`src/rtl/id_decode_stage.sv`:
```
// LA32R instruction-decode stage: full decode of the ID instruction into the
// core's control fields, registered into a valid/ready EX output register with
// flush and a one-bubble load-use interlock.
module id_decode_stage #(
  parameter int MULDIV_EN = 1,
  parameter int ALU_OP_W  = 5
) (
  input  logic                cpu_clk,
  input  logic                cpu_rstn,
  input  logic                flush,
  input  logic                id_valid,
  input  logic [31:0]         id_inst,
  input  logic [31:0]         id_pc,
  output logic                id_ready,
  output logic                ex_valid,
  input  logic                ex_ready,
  output logic [31:0]         ex_pc,
  output logic [31:0]         ex_inst,
  output logic [4:0]          ex_rR1,
  output logic [4:0]          ex_rR2,
  output logic [4:0]          ex_wR,
  output logic [1:0]          ex_npc_op,
  output logic [2:0]          ex_ext_op,
  output logic [2:0]          ex_ram_ext_op,
  output logic [ALU_OP_W-1:0] ex_alu_op,
  output logic                ex_rf_we,
  output logic [3:0]          ex_ram_we,
  output logic [1:0]          ex_wd_sel,
  output logic [1:0]          ex_alua_sel,
  output logic                ex_alub_sel,
  output logic                ex_rR1_re,
  output logic                ex_rR2_re,
  output logic                ex_is_br_jump,
  output logic                ex_is_load,
  output logic                ex_is_md,
  output logic [2:0]          ex_md_op,
  output logic                ex_ill
);

  // Control-field encodings shared with EX/MEM/WB.
  localparam logic [1:0] NPC_PC4 = 2'd0, NPC_BR = 2'd1, NPC_JIRL = 2'd2, NPC_JMP = 2'd3;
  localparam logic [2:0] EXT_SI12 = 3'd1, EXT_UI12 = 3'd2, EXT_SI20 = 3'd3,
                         EXT_OFFS16 = 3'd4, EXT_OFFS26 = 3'd5, EXT_UI5 = 3'd6;
  localparam logic [2:0] REXT_B = 3'd1, REXT_BU = 3'd2, REXT_H = 3'd3, REXT_HU = 3'd4, REXT_W = 3'd5;
  localparam logic [1:0] WD_ALU = 2'd0, WD_RAM = 2'd1, WD_PC4 = 2'd2;
  localparam logic [1:0] A_R1 = 2'd0, A_PC = 2'd1, A_ZERO = 2'd2;
  localparam logic       B_R2 = 1'b0, B_EXT = 1'b1;
  localparam logic [ALU_OP_W-1:0]
    ALU_ADD  = ALU_OP_W'(0),  ALU_SUB  = ALU_OP_W'(1),  ALU_SLT  = ALU_OP_W'(2),
    ALU_SLTU = ALU_OP_W'(3),  ALU_AND  = ALU_OP_W'(4),  ALU_OR   = ALU_OP_W'(5),
    ALU_XOR  = ALU_OP_W'(6),  ALU_NOR  = ALU_OP_W'(7),  ALU_SLL  = ALU_OP_W'(8),
    ALU_SRL  = ALU_OP_W'(9),  ALU_SRA  = ALU_OP_W'(10), ALU_BEQ  = ALU_OP_W'(11),
    ALU_BNE  = ALU_OP_W'(12), ALU_BLT  = ALU_OP_W'(13), ALU_BGE  = ALU_OP_W'(14),
    ALU_BLTU = ALU_OP_W'(15), ALU_BGEU = ALU_OP_W'(16);

  typedef struct packed {
    logic [31:0]         pc;
    logic [31:0]         inst;
    logic [4:0]          rr1;
    logic [4:0]          rr2;
    logic [4:0]          wr;
    logic [1:0]          npc_op;
    logic [2:0]          ext_op;
    logic [2:0]          ram_ext_op;
    logic [ALU_OP_W-1:0] alu_op;
    logic                rf_we;
    logic [3:0]          ram_we;
    logic [1:0]          wd_sel;
    logic [1:0]          alua_sel;
    logic                alub_sel;
    logic                rr1_re;
    logic                rr2_re;
    logic                is_br_jump;
    logic                is_load;
    logic                is_md;
    logic [2:0]          md_op;
    logic                ill;
  } ctl_t;

  ctl_t d, ex_q;

  logic [16:0] op17;
  logic [9:0]  op10;
  logic [6:0]  op7;
  logic [5:0]  op6;
  assign op17 = id_inst[31:15];
  assign op10 = id_inst[31:22];
  assign op7  = id_inst[31:25];
  assign op6  = id_inst[31:26];

  logic                r3, sh, i12, ld, st, md, brc, jirl, bl, legal;
  logic [ALU_OP_W-1:0] aop;
  logic [2:0]          eop, rext, mdop;
  logic [3:0]          wmask;

  // Combinational decode of the ID instruction; unmatched opcodes keep defaults and flag ill.
  always_comb begin
    d          = '0;
    d.pc       = id_pc;
    d.inst     = id_inst;
    d.rr1      = id_inst[9:5];
    d.npc_op   = NPC_PC4;
    d.wd_sel   = WD_ALU;
    d.alua_sel = A_R1;
    d.alub_sel = B_R2;
    d.alu_op   = ALU_ADD;
    r3 = 1'b0; sh = 1'b0; i12 = 1'b0; ld = 1'b0; st = 1'b0; md = 1'b0;
    brc = 1'b0; jirl = 1'b0; bl = 1'b0; legal = 1'b0;
    aop = ALU_ADD; eop = EXT_SI12; rext = '0; wmask = '0; mdop = '0;

    case (op17)
      17'h020: begin r3 = 1'b1; aop = ALU_ADD;  end
      17'h022: begin r3 = 1'b1; aop = ALU_SUB;  end
      17'h024: begin r3 = 1'b1; aop = ALU_SLT;  end
      17'h025: begin r3 = 1'b1; aop = ALU_SLTU; end
      17'h028: begin r3 = 1'b1; aop = ALU_NOR;  end
      17'h029: begin r3 = 1'b1; aop = ALU_AND;  end
      17'h02A: begin r3 = 1'b1; aop = ALU_OR;   end
      17'h02B: begin r3 = 1'b1; aop = ALU_XOR;  end
      17'h02E: begin r3 = 1'b1; aop = ALU_SLL;  end
      17'h02F: begin r3 = 1'b1; aop = ALU_SRL;  end
      17'h030: begin r3 = 1'b1; aop = ALU_SRA;  end
      17'h081: begin sh = 1'b1; aop = ALU_SLL;  end
      17'h089: begin sh = 1'b1; aop = ALU_SRL;  end
      17'h091: begin sh = 1'b1; aop = ALU_SRA;  end
      default: ;
    endcase

    // Mul/div opcodes only exist when the unit is built in.
    if (MULDIV_EN != 0) begin
      case (op17)
        17'h038: begin md = 1'b1; mdop = 3'd0; end
        17'h039: begin md = 1'b1; mdop = 3'd1; end
        17'h03A: begin md = 1'b1; mdop = 3'd2; end
        17'h040: begin md = 1'b1; mdop = 3'd4; end
        17'h041: begin md = 1'b1; mdop = 3'd5; end
        17'h042: begin md = 1'b1; mdop = 3'd6; end
        17'h043: begin md = 1'b1; mdop = 3'd7; end
        default: ;
      endcase
    end

    case (op10)
      10'h008: begin i12 = 1'b1; aop = ALU_SLT;  eop = EXT_SI12; end
      10'h009: begin i12 = 1'b1; aop = ALU_SLTU; eop = EXT_SI12; end
      10'h00A: begin i12 = 1'b1; aop = ALU_ADD;  eop = EXT_SI12; end
      10'h00D: begin i12 = 1'b1; aop = ALU_AND;  eop = EXT_UI12; end
      10'h00E: begin i12 = 1'b1; aop = ALU_OR;   eop = EXT_UI12; end
      10'h00F: begin i12 = 1'b1; aop = ALU_XOR;  eop = EXT_UI12; end
      10'h0A0: begin ld = 1'b1; rext = REXT_B;  end
      10'h0A1: begin ld = 1'b1; rext = REXT_H;  end
      10'h0A2: begin ld = 1'b1; rext = REXT_W;  end
      10'h0A8: begin ld = 1'b1; rext = REXT_BU; end
      10'h0A9: begin ld = 1'b1; rext = REXT_HU; end
      10'h0A4: begin st = 1'b1; wmask = 4'b0001; end
      10'h0A5: begin st = 1'b1; wmask = 4'b0011; end
      10'h0A6: begin st = 1'b1; wmask = 4'b1111; end
      default: ;
    endcase

    // Register-register ALU ops and mul/div share the R1/R2 datapath shape.
    if (r3 || md) begin
      legal = 1'b1; d.alu_op = aop; d.rf_we = 1'b1; d.rr1_re = 1'b1; d.rr2_re = 1'b1;
      d.alub_sel = B_R2; d.wd_sel = WD_ALU; d.is_md = md; d.md_op = mdop;
    end
    if (sh) begin
      legal = 1'b1; d.alu_op = aop; d.ext_op = EXT_UI5; d.alub_sel = B_EXT;
      d.rf_we = 1'b1; d.rr1_re = 1'b1;
    end
    if (i12) begin
      legal = 1'b1; d.alu_op = aop; d.ext_op = eop; d.alub_sel = B_EXT;
      d.rf_we = 1'b1; d.rr1_re = 1'b1;
    end
    if (ld) begin
      legal = 1'b1; d.ext_op = EXT_SI12; d.alub_sel = B_EXT; d.rf_we = 1'b1;
      d.rr1_re = 1'b1; d.wd_sel = WD_RAM; d.ram_ext_op = rext; d.is_load = 1'b1;
    end
    if (st) begin
      legal = 1'b1; d.ext_op = EXT_SI12; d.alub_sel = B_EXT;
      d.rr1_re = 1'b1; d.rr2_re = 1'b1; d.ram_we = wmask;
    end

    case (op7)
      7'h0A: begin legal = 1'b1; d.ext_op = EXT_SI20; d.alua_sel = A_ZERO; d.alub_sel = B_EXT; d.rf_we = 1'b1; end
      7'h0E: begin legal = 1'b1; d.ext_op = EXT_SI20; d.alua_sel = A_PC;   d.alub_sel = B_EXT; d.rf_we = 1'b1; end
      default: ;
    endcase

    case (op6)
      6'h13: begin jirl = 1'b1; d.npc_op = NPC_JIRL; d.ext_op = EXT_OFFS16; d.rr1_re = 1'b1;
                   d.rf_we = 1'b1; d.wd_sel = WD_PC4; end
      6'h14: begin legal = 1'b1; d.npc_op = NPC_JMP; d.ext_op = EXT_OFFS26; d.is_br_jump = 1'b1; end
      6'h15: begin bl = 1'b1; d.npc_op = NPC_JMP; d.ext_op = EXT_OFFS26; d.rf_we = 1'b1;
                   d.wd_sel = WD_PC4; end
      6'h16: begin brc = 1'b1; d.alu_op = ALU_BEQ;  end
      6'h17: begin brc = 1'b1; d.alu_op = ALU_BNE;  end
      6'h18: begin brc = 1'b1; d.alu_op = ALU_BLT;  end
      6'h19: begin brc = 1'b1; d.alu_op = ALU_BGE;  end
      6'h1A: begin brc = 1'b1; d.alu_op = ALU_BLTU; end
      6'h1B: begin brc = 1'b1; d.alu_op = ALU_BGEU; end
      default: ;
    endcase
    if (brc) begin
      d.npc_op = NPC_BR; d.ext_op = EXT_OFFS16; d.rr1_re = 1'b1; d.rr2_re = 1'b1; d.alub_sel = B_R2;
    end
    if (brc || jirl || bl) begin
      legal = 1'b1; d.is_br_jump = 1'b1;
    end

    // Stores and compare-branches read rd as their second operand; bl links into r1.
    d.rr2 = (st || brc || jirl) ? id_inst[4:0] : id_inst[14:10];
    d.wr  = bl ? 5'd1 : id_inst[4:0];
    d.ill = ~legal;
  end

  logic adv, lu;
  assign adv = !ex_valid || ex_ready;
  // A load in EX whose (nonzero) destination feeds an operand the ID instruction reads.
  assign lu  = ex_valid && ex_q.is_load && (ex_q.wr != 5'd0) &&
               ((d.rr1_re && (d.rr1 == ex_q.wr)) || (d.rr2_re && (d.rr2 == ex_q.wr)));
  assign id_ready = adv && !lu && !flush;

  // EX output register: flush beats interlock bubble beats normal advance; otherwise hold.
  always_ff @(posedge cpu_clk or negedge cpu_rstn) begin
    if (!cpu_rstn) begin
      ex_valid <= 1'b0;
      ex_q     <= '0;
    end else if (flush || (adv && lu)) begin
      ex_valid     <= 1'b0;
      ex_q.rf_we   <= 1'b0;
      ex_q.ram_we  <= '0;
    end else if (adv) begin
      ex_valid    <= id_valid;
      ex_q        <= d;
      ex_q.rf_we  <= id_valid & d.rf_we;
      ex_q.ram_we <= id_valid ? d.ram_we : 4'b0000;
    end
  end

  assign ex_pc         = ex_q.pc;
  assign ex_inst       = ex_q.inst;
  assign ex_rR1        = ex_q.rr1;
  assign ex_rR2        = ex_q.rr2;
  assign ex_wR         = ex_q.wr;
  assign ex_npc_op     = ex_q.npc_op;
  assign ex_ext_op     = ex_q.ext_op;
  assign ex_ram_ext_op = ex_q.ram_ext_op;
  assign ex_alu_op     = ex_q.alu_op;
  assign ex_rf_we      = ex_q.rf_we;
  assign ex_ram_we     = ex_q.ram_we;
  assign ex_wd_sel     = ex_q.wd_sel;
  assign ex_alua_sel   = ex_q.alua_sel;
  assign ex_alub_sel   = ex_q.alub_sel;
  assign ex_rR1_re     = ex_q.rr1_re;
  assign ex_rR2_re     = ex_q.rr2_re;
  assign ex_is_br_jump = ex_q.is_br_jump;
  assign ex_is_load    = ex_q.is_load;
  assign ex_is_md      = ex_q.is_md;
  assign ex_md_op      = ex_q.md_op;
  assign ex_ill        = ex_q.ill;

endmodule

```
`config.mk`:
```
export PLATFORM = sky130hd
export DESIGN_NAME = id_decode_stage
export DESIGN_NICKNAME = d
export VERILOG_FILES = /design/src/rtl/id_decode_stage.sv
export SDC_FILE = /design/constraint.sdc
export NUM_CORES = 1
export LEC_CHECK = 0
export BUFFER_PORTS_ARGS = -buffer_cell sky130_fd_sc_hd__buf_2
export CORE_ASPECT_RATIO = 2
export CORE_UTILIZATION = 30
export CTS_CLUSTER_SIZE = 25
export DETAILED_ROUTE_END_ITERATION = 10
export PLACE_DENSITY = 0.57
export SETUP_SLACK_MARGIN = 0.2
export SLEW_MARGIN = 15
export SYNTH_ARGS = -nofsm -noshare
export SYNTH_HDL_FRONTEND = slang
export SYNTH_SLANG_ARGS = --single-unit
```
`constraint.sdc`:
```
create_clock -name cpu_clk -period 4 [get_ports cpu_clk]
set_input_delay 0.2 -clock cpu_clk [delete_from_list [all_inputs] [get_ports cpu_clk]]
set_output_delay 0.2 -clock cpu_clk [all_outputs]
set_load 0.03 [all_outputs]
```
Yosys cells after proc, flatten, opt, wreduce, memory -nomap -nowiden

Index checks and enable logic that the tools add are counted.

Register bits: 112
Input port bits: 69
Output and inout port bits: 113
Logic and storage cells: 168

Equality and inequality tests: 48
Muxes and demuxes: 59
Bitwise logic cells: 3
Reductions and logical operators: 36

Operator list:

| cell                                                  | number |
|---|---|
| equality test 17 x 6 -> 1 bit (second input constant) | 14 |
| equality test 10 x 8 -> 1 bit (second input constant) | 8 |
| equality test 17 x 7 -> 1 bit (second input constant) | 4 |
| equality test 10 x 4 -> 1 bit (second input constant) | 6 |
| one-hot mux 5 bit (6 select lines)                    | 2 |
| equality test 6 x 5 -> 1 bit (second input constant)  | 9 |
| equality test 17 x 8 -> 1 bit (second input constant) | 3 |
| one-hot mux 4 bit (10 select lines)                   | 1 |
| 2-to-1 mux 1 bit                                      | 27 |
| 2-to-1 mux 6 bit                                      | 4 |
| 2-to-1 mux 5 bit                                      | 4 |
| 2-to-1 mux 19 bit                                     | 1 |
| 2-to-1 mux 3 bit                                      | 6 |
| one-hot mux 3 bit (6 select lines)                    | 1 |
| one-hot mux 3 bit (5 select lines)                    | 1 |
| equality test 7 x 4 -> 1 bit (second input constant)  | 2 |
| 2-to-1 mux 2 bit                                      | 6 |
| 2-to-1 mux 4 bit                                      | 3 |
| one-hot mux 4 bit (3 select lines)                    | 1 |
| OR reduction 2 bit                                    | 6 |
| OR reduction 6 bit                                    | 2 |
| OR reduction 11 bit                                   | 1 |
| equality test 5 bit                                   | 2 |
| one-hot mux 5 bit (2 select lines)                    | 1 |
| 12 further kinds                                      | 31 |

Longest topological paths before layout

Gate-level depths: netlist (run 1).

Depth after elaboration: 18
Depth in mapped cells: 12
Gate-level depth less buffers: 8

Worst setup path before layout (run 1)

Ideal clock, no wire load.

Kind: input-to-reg
Start: in id_inst[25]
End: reg ex_q, in the netlist ex_inst[17]
Arrival: 3,005 ps
Path slack: 868 ps
Stages on the path: 11
Path buffers: 4
Cell sequence: buf_2 a2111o_1 or3_1 clkbuf_2 and3_1 or3_1 a211o_1 o31ai_2 buf_4 buf_6 mux2_1

Longest elaborated chain between the ends: 18

Ends and longest elaborated chain:

| what                                                                | RTL line | source |
|---|---|---|
| start, declared                                                     | 12       | `input logic [31:0] id_inst,` |
| equality test 17 x 6 -> 1 bit, or another cell as far along         | 111      | `case (op17)` |
| OR reduction 11 bit (no line) or OR reduction 7 bit (tied branches) | --       |  |
| 2-to-1 mux 1 bit, on equally long branches                          | 111, 131 |  |
| logical OR 1 bit                                                    | 162      | `if (r3 \|\| md) begin` |
| 2-to-1 mux 2 bit                                                    | 162      |  |
| 2-to-1 mux 2 bit                                                    | 166      | `if (sh) begin` |
| 2-to-1 mux 2 bit                                                    | 170      | `if (i12) begin` |
| 2-to-1 mux 2 bit                                                    | 174      | `if (ld) begin` |
| [... 2 more ...]                                                    | --       |  |
| 2-to-1 mux 3 bit                                                    | 203      | `if (brc) begin` |
| logical AND 1 bit                                                   | 220      | `((d.rr1_re && (d.rr1 == ex_q.wr)) \|\| (d.rr2_re && (d.rr2 == ex_q.wr)));` |
| logical OR 1 bit *                                                  | 220      |  |
| logical AND 1 bit *                                                 | 219      | `assign lu = ex_valid && ex_q.is_load && (ex_q.wr != 5'd0) &&` |
| logical AND 1 bit *                                                 | 228      | `end else if (flush \|\| (adv && lu)) begin` |
| logical OR 1 bit *                                                  | 228      |  |
| inverter 1 bit (no line) *                                          | --       |  |
| AND reduction 2 bit (no line) *                                     | --       |  |
| end, declared                                                       | 80       | `ctl_t d, ex_q;` |

Mark *: on every way between the ends. The rest lies on a longest branch, timed or not.
A chain may end at the register's enable or synchronous reset.

Worst setup path after layout (run 1)

Start: in id_inst[26]
End: out id_ready

Longest elaborated chain between the ends: 17

Ends and longest elaborated chain:

| what                                                                | RTL line | source |
|---|---|---|
| equality test 17 x 6 -> 1 bit, or another cell as far along         | 111      |  |
| OR reduction 11 bit (no line) or OR reduction 7 bit (tied branches) | --       |  |
| 2-to-1 mux 1 bit, on equally long branches                          | 111, 131 |  |
| logical OR 1 bit                                                    | 162      |  |
| 2-to-1 mux 2 bit                                                    | 162      |  |
| 2-to-1 mux 2 bit                                                    | 166      |  |
| 2-to-1 mux 2 bit                                                    | 170      |  |
| 2-to-1 mux 2 bit                                                    | 174      |  |
| 2-to-1 mux 3 bit                                                    | 178      | `if (st) begin` |
| 2-to-1 mux 1 bit                                                    | 189      | `case (op6)` |
| 2-to-1 mux 3 bit                                                    | 203      |  |
| logical AND 1 bit                                                   | 220      |  |
| logical OR 1 bit *                                                  | 220      |  |
| logical AND 1 bit *                                                 | 219      |  |
| zero test 1 bit *                                                   | 221      | `assign id_ready = adv && !lu && !flush;` |
| logical AND 1 bit * (2 in series)                                   | 221      |  |
| end, declared                                                       | 14       | `output logic id_ready,` |

Marks and branches as above.

==> impl_metrics.yaml, run 1 <==
placed_design:
  dp_hpwl_mm: 12.1
  dp.cells: 820
  finalWeightedCongestion: 0.864
  io_buffer_count: 181
drt:
  num_vias: 4280
  drt_first_pass_iters: 4
  vias_per_cell: 5.12
  first_iter_violations: 138
  drtAntennaViolNets: 0
  drc_errors: 0
  wl_per_cell_um: 18.5
  routed_wl_mm: 15.4
worst_setup_path:
  rrSetupSlack_ns: 1.31
  slowest_stage: "or3_1"
  cp_num_cells: 10
  worst-r2r-cell-count: 8
  cp-startpoint: "id_inst[26]"
  end_kind: "primary output"
  crit_chain: "buf_2 > nand4bb_1 > or3_1 > and3_1 > or3_1 > a211o_1 > o31ai_4 > inv_2 > buf_4 > buf_2"
  cp_data_required_time_ns: 3.80
  cp-endpoint: "id_ready"
  worst-path-buf-inv: 4
  reg2reg_to: "ex_pc[5]"
  crit_arrival_ns: 3.09
  slowest_delay_ns: 0.56
  cp-start-kind: "primary input"
  critPathMaxFanout: 27
  rr_startpoint: "ex_valid"
  critPathKind: "primary input to primary output"
  cp_top_family: "simple AND/OR/NAND/NOR gates"
logic_synthesis:
  ys_seq_area_share_pct: 50.9
  synth_top_area_share_pct: 50.9
  netlist_area_um2: 5210
  synth_top_area_cell: "dfrtp_1"
  synth-seq-cells: 106
  syn_nets: 526
  synth_edf_count: 0
  synth.avg_cell_area_um2: 11.4
  synthTopCellsByArea: "dfrtp_1, mux2_1, mux2_2, nand2_1, a21oi_1"
  async_reset_ff_share_pct: 100
  ys.flop_type: "dfrtp_1"
  yosys_warnings: 0
  synth_most_common_cell: "dfrtp_1"
  ys_top_cells_by_count: "dfrtp_1, mux2_1, nand2_1"
  syn_inst: 457
  synthDistinctLibCells: 59
floorplanning:
  die_h_um: 188
  core_um2: 16800
  io_pins: 182
  row_count: 67
  initial_core_util_pct: 30.9
  die_w_um: 95.2
  dieArea_um2: 17900
clock_network:
  cts.repair.resized: 0
  clockRootBuffer: "clkbuf_16"
  cts_max_path_buffers: 2
  cts_setup_buffers: 0
  clkSinkCount: 106
  ctsHtreeMaxLevel: 3
  numCtsBuffers: 9
  cts_tree: "done"
  clk_pin_slew_ns: 0.07
  insertion_delay_ns: 0.36
  postCtsHoldBufs: 0
grt:
  grt_max_degree: 80
  grt_pass1_wl_mm: 24.1
  grt_pass1_vias: 4438
  antenna_found_initial: 0
  grtUsageTotal_pct: 18.1
  overflow: 0
timing:
  rsz0062_at_grt: "false"
  period_needed_ns: 3.29
  slew_headroom_pct: 33.4
  finalCritPeriodShare_pct: 82.3
  setup_viol_count_final: 0
  slew_violations: 0
  worst_pin_slew_ns: 0.998
  fmax_mhz: 304
  setup_tns_ns: 0
  holdWs_ns: -0.00985
  finalHoldViolCount: 4
  skew_ns: 0.00765
layout:
  nets: 693
  num-fill-cells: 1673
  n_antenna_cell: 0
  post-route-util_pct: 38.8
  final_cells: 836
  drive_gt1_share_pct: 37.8
  area_growth_pct: 25.6
  seq_area_um2: 2650
  multi_input_area_um2: 2340
run:
  timing.max_cap.violations: 0
run_status:
  violations: "hold timing"
  status: "finished with violations"
power:
  total_power_mw: 2.83
  power.leakage_nw: 3.17
  power_density_nw_per_um2: 433
  max-vdd-ir-drop_mv: 0.217
min_path:
  hold_class: "primary input to asynchronous set/reset pin"
[power by group]
part	internal (mW)	switching, mW	leakage (nW)	total, mW
logic	0.243	0.491	1.73	0.734
registers	1.18	0.0648	1.30	1.25
clock network	0.429	0.416	0.139	0.845
total	1.86	0.972	3.17	2.83
[worst reg2reg max path, stage by stage, from the launching register on]
cell and delay (ns):
dfrtp_1 0.40, nand2b_1 0.10, nor2b_1 0.26, nor3b_1 0.38, a22o_1 0.35, o31ai_4 0.13, inv_2 0.07, buf_4 0.44
mux2_2 0.43
[cells in the final DEF (no fill, tap or decap), types with 10 or more instances in the layout]
cell type  instances
o21ai_0           19
dfrtp_1          106
mux2_2            27
nor2_1            19
inv_1             10
buf_2            180
nand3_1           12
nand2_1           28
nand2b_1          11
a21oi_1           20
mux2_1            63
[metal layers]
layer,wire length [um],GRT usage [%]
met4,597,9.32
met2,8710,34.3
met3,619,2.46
met1,5520,18.5
met5,0,0
[area by class of cell]
type	count	area share, %
timing repair buffer	189	14.8
tap	207	3.96
clock inverter	7	0.823
clock buffer	9	3.44
multi-input combinational	307	35.8
sequential	106	40.6
inverter	11	0.632
[how the worst min path moves through the flow]
stage	to	slack (ns)	depth (start not counted)
after floorplan	ex_alu_op[0]	-0.1	0
after global placement	ex_pc[28]	0.41	1
after detailed placement	ex_pc[31]	0.42	2
after CTS	ex_inst[27]	0.04	1
after global routing	ex_pc[24]	0.05	2
final	ex_pc[28]	-0.01	1
[state kept, by name, indices dropped and copies added (netlist names)]
| signal | cells |
|---|---|
| ex_inst | 32 |
| ex_pc | 32 |
| ex_alu_op | 5 |
| ex_rR2 | 5 |
| ex_wR | 5 |
| ex_ext_op | 3 |
| ex_md_op | 3 |
| ex_ram_ext_op | 3 |
| ex_ram_we | 3 |
| ex_alua_sel | 2 |
| ex_npc_op | 2 |
| ex_wd_sel | 2 |
| ex_alub_sel | 1 |
| ex_ill | 1 |
| ex_is_br_jump | 1 |
| ex_is_load | 1 |
| ex_is_md | 1 |
| ex_rR1_re | 1 |
| ex_rR2_re | 1 |
| ex_rf_we | 1 |
| ex_valid | 1 |
[per-stage QoR]
| step | cell area, um2 | hold WS (ns) | setup slack, ns |
|---|---|---|---|
| after floorplan | 5210 | -0.0956 | 0.868 |
| after global placement | 6260 | 0.409 | 0.684 |
| after detailed placement | 6260 | 0.421 | 0.597 |
| after CTS | 6540 | 0.0392 | 0.700 |
| after global routing | 6540 | 0.0460 | 0.550 |
| final | 6540 | -0.00985 | 0.709 |
[cells by family after synthesis]
logic type	Yosys count	synth area share, %
AND/OR/NAND/NOR	124	12.8
buffers and inverters	44	4.33
AO/OA/AOI/OAI	80	10.1
multiplexers	95	20.4
XOR/XNOR	8	1.35
flip-flops	106	50.9
Note: power is estimated with default switching activity, not from simulation.
==> run 2, diff against run 1 <==
- ABC_AREA: not set -> 1
- PLACE_DENSITY: 0.57 -> 0.58
- clock period: 4 -> 2.7 ns (I/O delays scaled with it)
==> run 2 against run 1 <==
Net effect: the flow now finishes without violations; clock skew rose by 0.0026 ns; die area rose by 11%; sequential share of layout area fell by 5.5 points; global-route usage rose by 2.5 points; combinational power rose by 47%; via count rose by 38%; final area rose by 16%; wire length rose by 32%; area after synthesis rose by 11%; largest cell class is now multi-input gates; highest routed layer unchanged.
==> impl_metrics.yaml, run 2 <==
worst_setup_path:
  critPathKind: "primary input to primary output"
  cp-start-kind: "primary input"
  critPathMaxFanout: 8
  cp_data_required_time_ns: 2.57
  end_kind: "primary output"
  crit_arrival_ns: 2.22
floorplanning:
  dieArea_um2: 19800
  row_count: 71
  core_um2: 18800
  die_w_um: 100
  initial_core_util_pct: 30.7
  die_h_um: 198
  io_pins: 182
logic_synthesis:
  ys_seq_area_share_pct: 45.9
  yosys_warnings: 0
  synth_most_common_cell: "nand2_1"
  synthDistinctLibCells: 39
  synth_top_area_cell: "dfrtp_1"
  synth-seq-cells: 106
  syn_inst: 784
  netlist_area_um2: 5770
  synth_top_area_share_pct: 45.9
  synth.avg_cell_area_um2: 7.36
  ys_top_cells_by_count: "nand2_1, nand3_1, dfrtp_1"
  synthTopCellsByArea: "dfrtp_1, nand2_1, nand3_1, inv_1, nor2_1"
  syn_nets: 853
  async_reset_ff_share_pct: 100
  synth_edf_count: 0
  ys.flop_type: "dfrtp_1"
timing:
  period_needed_ns: 2.35
  setup_viol_count_final: 0
  finalHoldViolCount: 0
  fmax_mhz: 425
  skew_ns: 0.0103
  slew_violations: 0
  rsz0062_at_grt: "false"
  worst_pin_slew_ns: 0.621
  finalCritPeriodShare_pct: 87.1
  setup_tns_ns: 0
  setup_ws_ns: 0.349
  holdWs_ns: 0.00973
  slew_headroom_pct: 58.6
drt:
  drt_first_pass_iters: 4
  first_iter_violations: 265
  vias_per_cell: 4.72
  drtAntennaViolNets: 0
  met3WireLength_um: 590
  top_layer: "met4"
  routed_wl_mm: 20.5
  wl_per_cell_um: 16.4
  met2_length_mm: 11.5
  num_vias: 5893
  met1Wirelength_mm: 7.23
  drc_errors: 0
placed_design:
  postPlaceCellArea_um2: 7070
  post-place-ws_ns: 0.0928
  dp.cells: 1214
  finalWeightedCongestion: 0.977
  io_buffer_count: 181
  dp_hpwl_mm: 15.8
clock_network:
  cts_max_path_buffers: 2
  clk_pin_slew_ns: 0.07
  insertion_delay_ns: 0.36
  clkSinkCount: 106
  ctsHtreeMaxLevel: 3
  cts_tree: "done"
  numCtsBuffers: 9
  clockRootBuffer: "clkbuf_16"
power:
  max-vdd-ir-drop_mv: 0.294
  power.leakage_nw: 4.36
  power_density_nw_per_um2: 554
layout:
  final_cell_area_um2: 7550
  final_cell_mix: "nand2_1, buf_2, nand3_1"
  final_cells: 1249
  n_antenna_cell: 0
  drive_gt1_share_pct: 27.4
  area_growth_pct: 30.9
  final_common_cell: "nand2_1"
  nets: 1058
  num-fill-cells: 2096
grt:
  antenna_found_initial: 0
  grt_pass1_wl_mm: 31.0
  grt_max_degree: 47
  overflow: 0
  grtUsageTotal_pct: 20.6
  grt_pass1_vias: 5791
min_path:
  hold_class: "primary input to register"
run_status:
  status: "finished, final reports clean"
run:
  timing.max_cap.violations: 0
run 2: what timing repair did:
| action | 4_1_cts | 5_1_grt |
|---|---|---|
| gates cloned | 0 | 0 |
| endpoints found under the hold margin | 46 | 0 |
| gates resized for setup | 6 | 3 |
| setup endpoints to repair | 1 | 1 |
| pin swaps | 1 | 0 |
| hold buffers | 7 | 0 |
| setup buffers | 5 | 7 |
run 2: critical path, stage by stage:
cell        delay [ns]
buf_4             0.19
clkinvlp_4        0.18
buf_4             0.16
nand3_1           0.11
inv_2             0.07
o21ai_1           0.12
nand2_1           0.10
nor2_1            0.26
nand4_1           0.18
nand2_1           0.09
nand2_1           0.10
nand2_4           0.13
nand2_8           0.07
inv_2             0.12
clkbuf_4          0.20
run 2: cell families (layout without fill, tap and decap cells):
family	Yosys count	in the layout	synth area share [%]
AND/OR/NAND/NOR	551	551	42.4
flip-flops	106	106	45.9
buffers and inverters	102	312	8.73
AO/OA/AOI/OAI	23	23	2.64
XOR/XNOR	2	2	0.303
run 2: worst paths after layout:
kind | from | end | slack, ns | cells after the start
min in group asynchronous | cpu_rstn | ex_inst[18] | 0.35 | 2
worst min-delay path | id_pc[0] | ex_pc[0] | 0.01 | 3
max in group asynchronous | cpu_rstn | ex_wR[3] | 1.62 | 3
worst max-delay path | id_inst[31] | id_ready | 0.35 | 15
worst max register to register | ex_wR[0] | ex_md_op[0] | 0.51 | 14
worst min register to register | ex_pc[24] | ex_pc[24] | 0.46 | 2
run 2: cell type report:
type	instances	area (um2)	area share, %
clock inverter	6	47.5	0.629
tap	255	319	4.22
multi-input combinational	576	2660	35.2
timing repair buffer	236	1410	18.6
sequential	106	2650	35.1
inverter	60	229	3.03
clock buffer	10	239	3.16
run 2: per-layer routing:
layer,track usage [%],vias to the layer above
li1,-,2947
met1,20.3,2756
met2,39.8,144
met3,2.15,46
met4,13.5,0
met5,0,-
run 2: power by group:
group          internal (mW)  leakage (nW)  switching (mW)
clock                  0.663         0.145           0.622
combinational          0.319          2.87           0.758
sequential              1.74          1.34          0.0853
total                   2.72          4.36            1.46
run 2: metrics by stage:
stage          util [%]  total power [mW]
2_1_floorplan         -              2.51
3_3_place_gp       37.6              2.91
3_5_place_dp       37.6              2.91
4_1_cts            39.8              4.23
5_1_grt            40.1              4.39
6_report           40.1              4.18
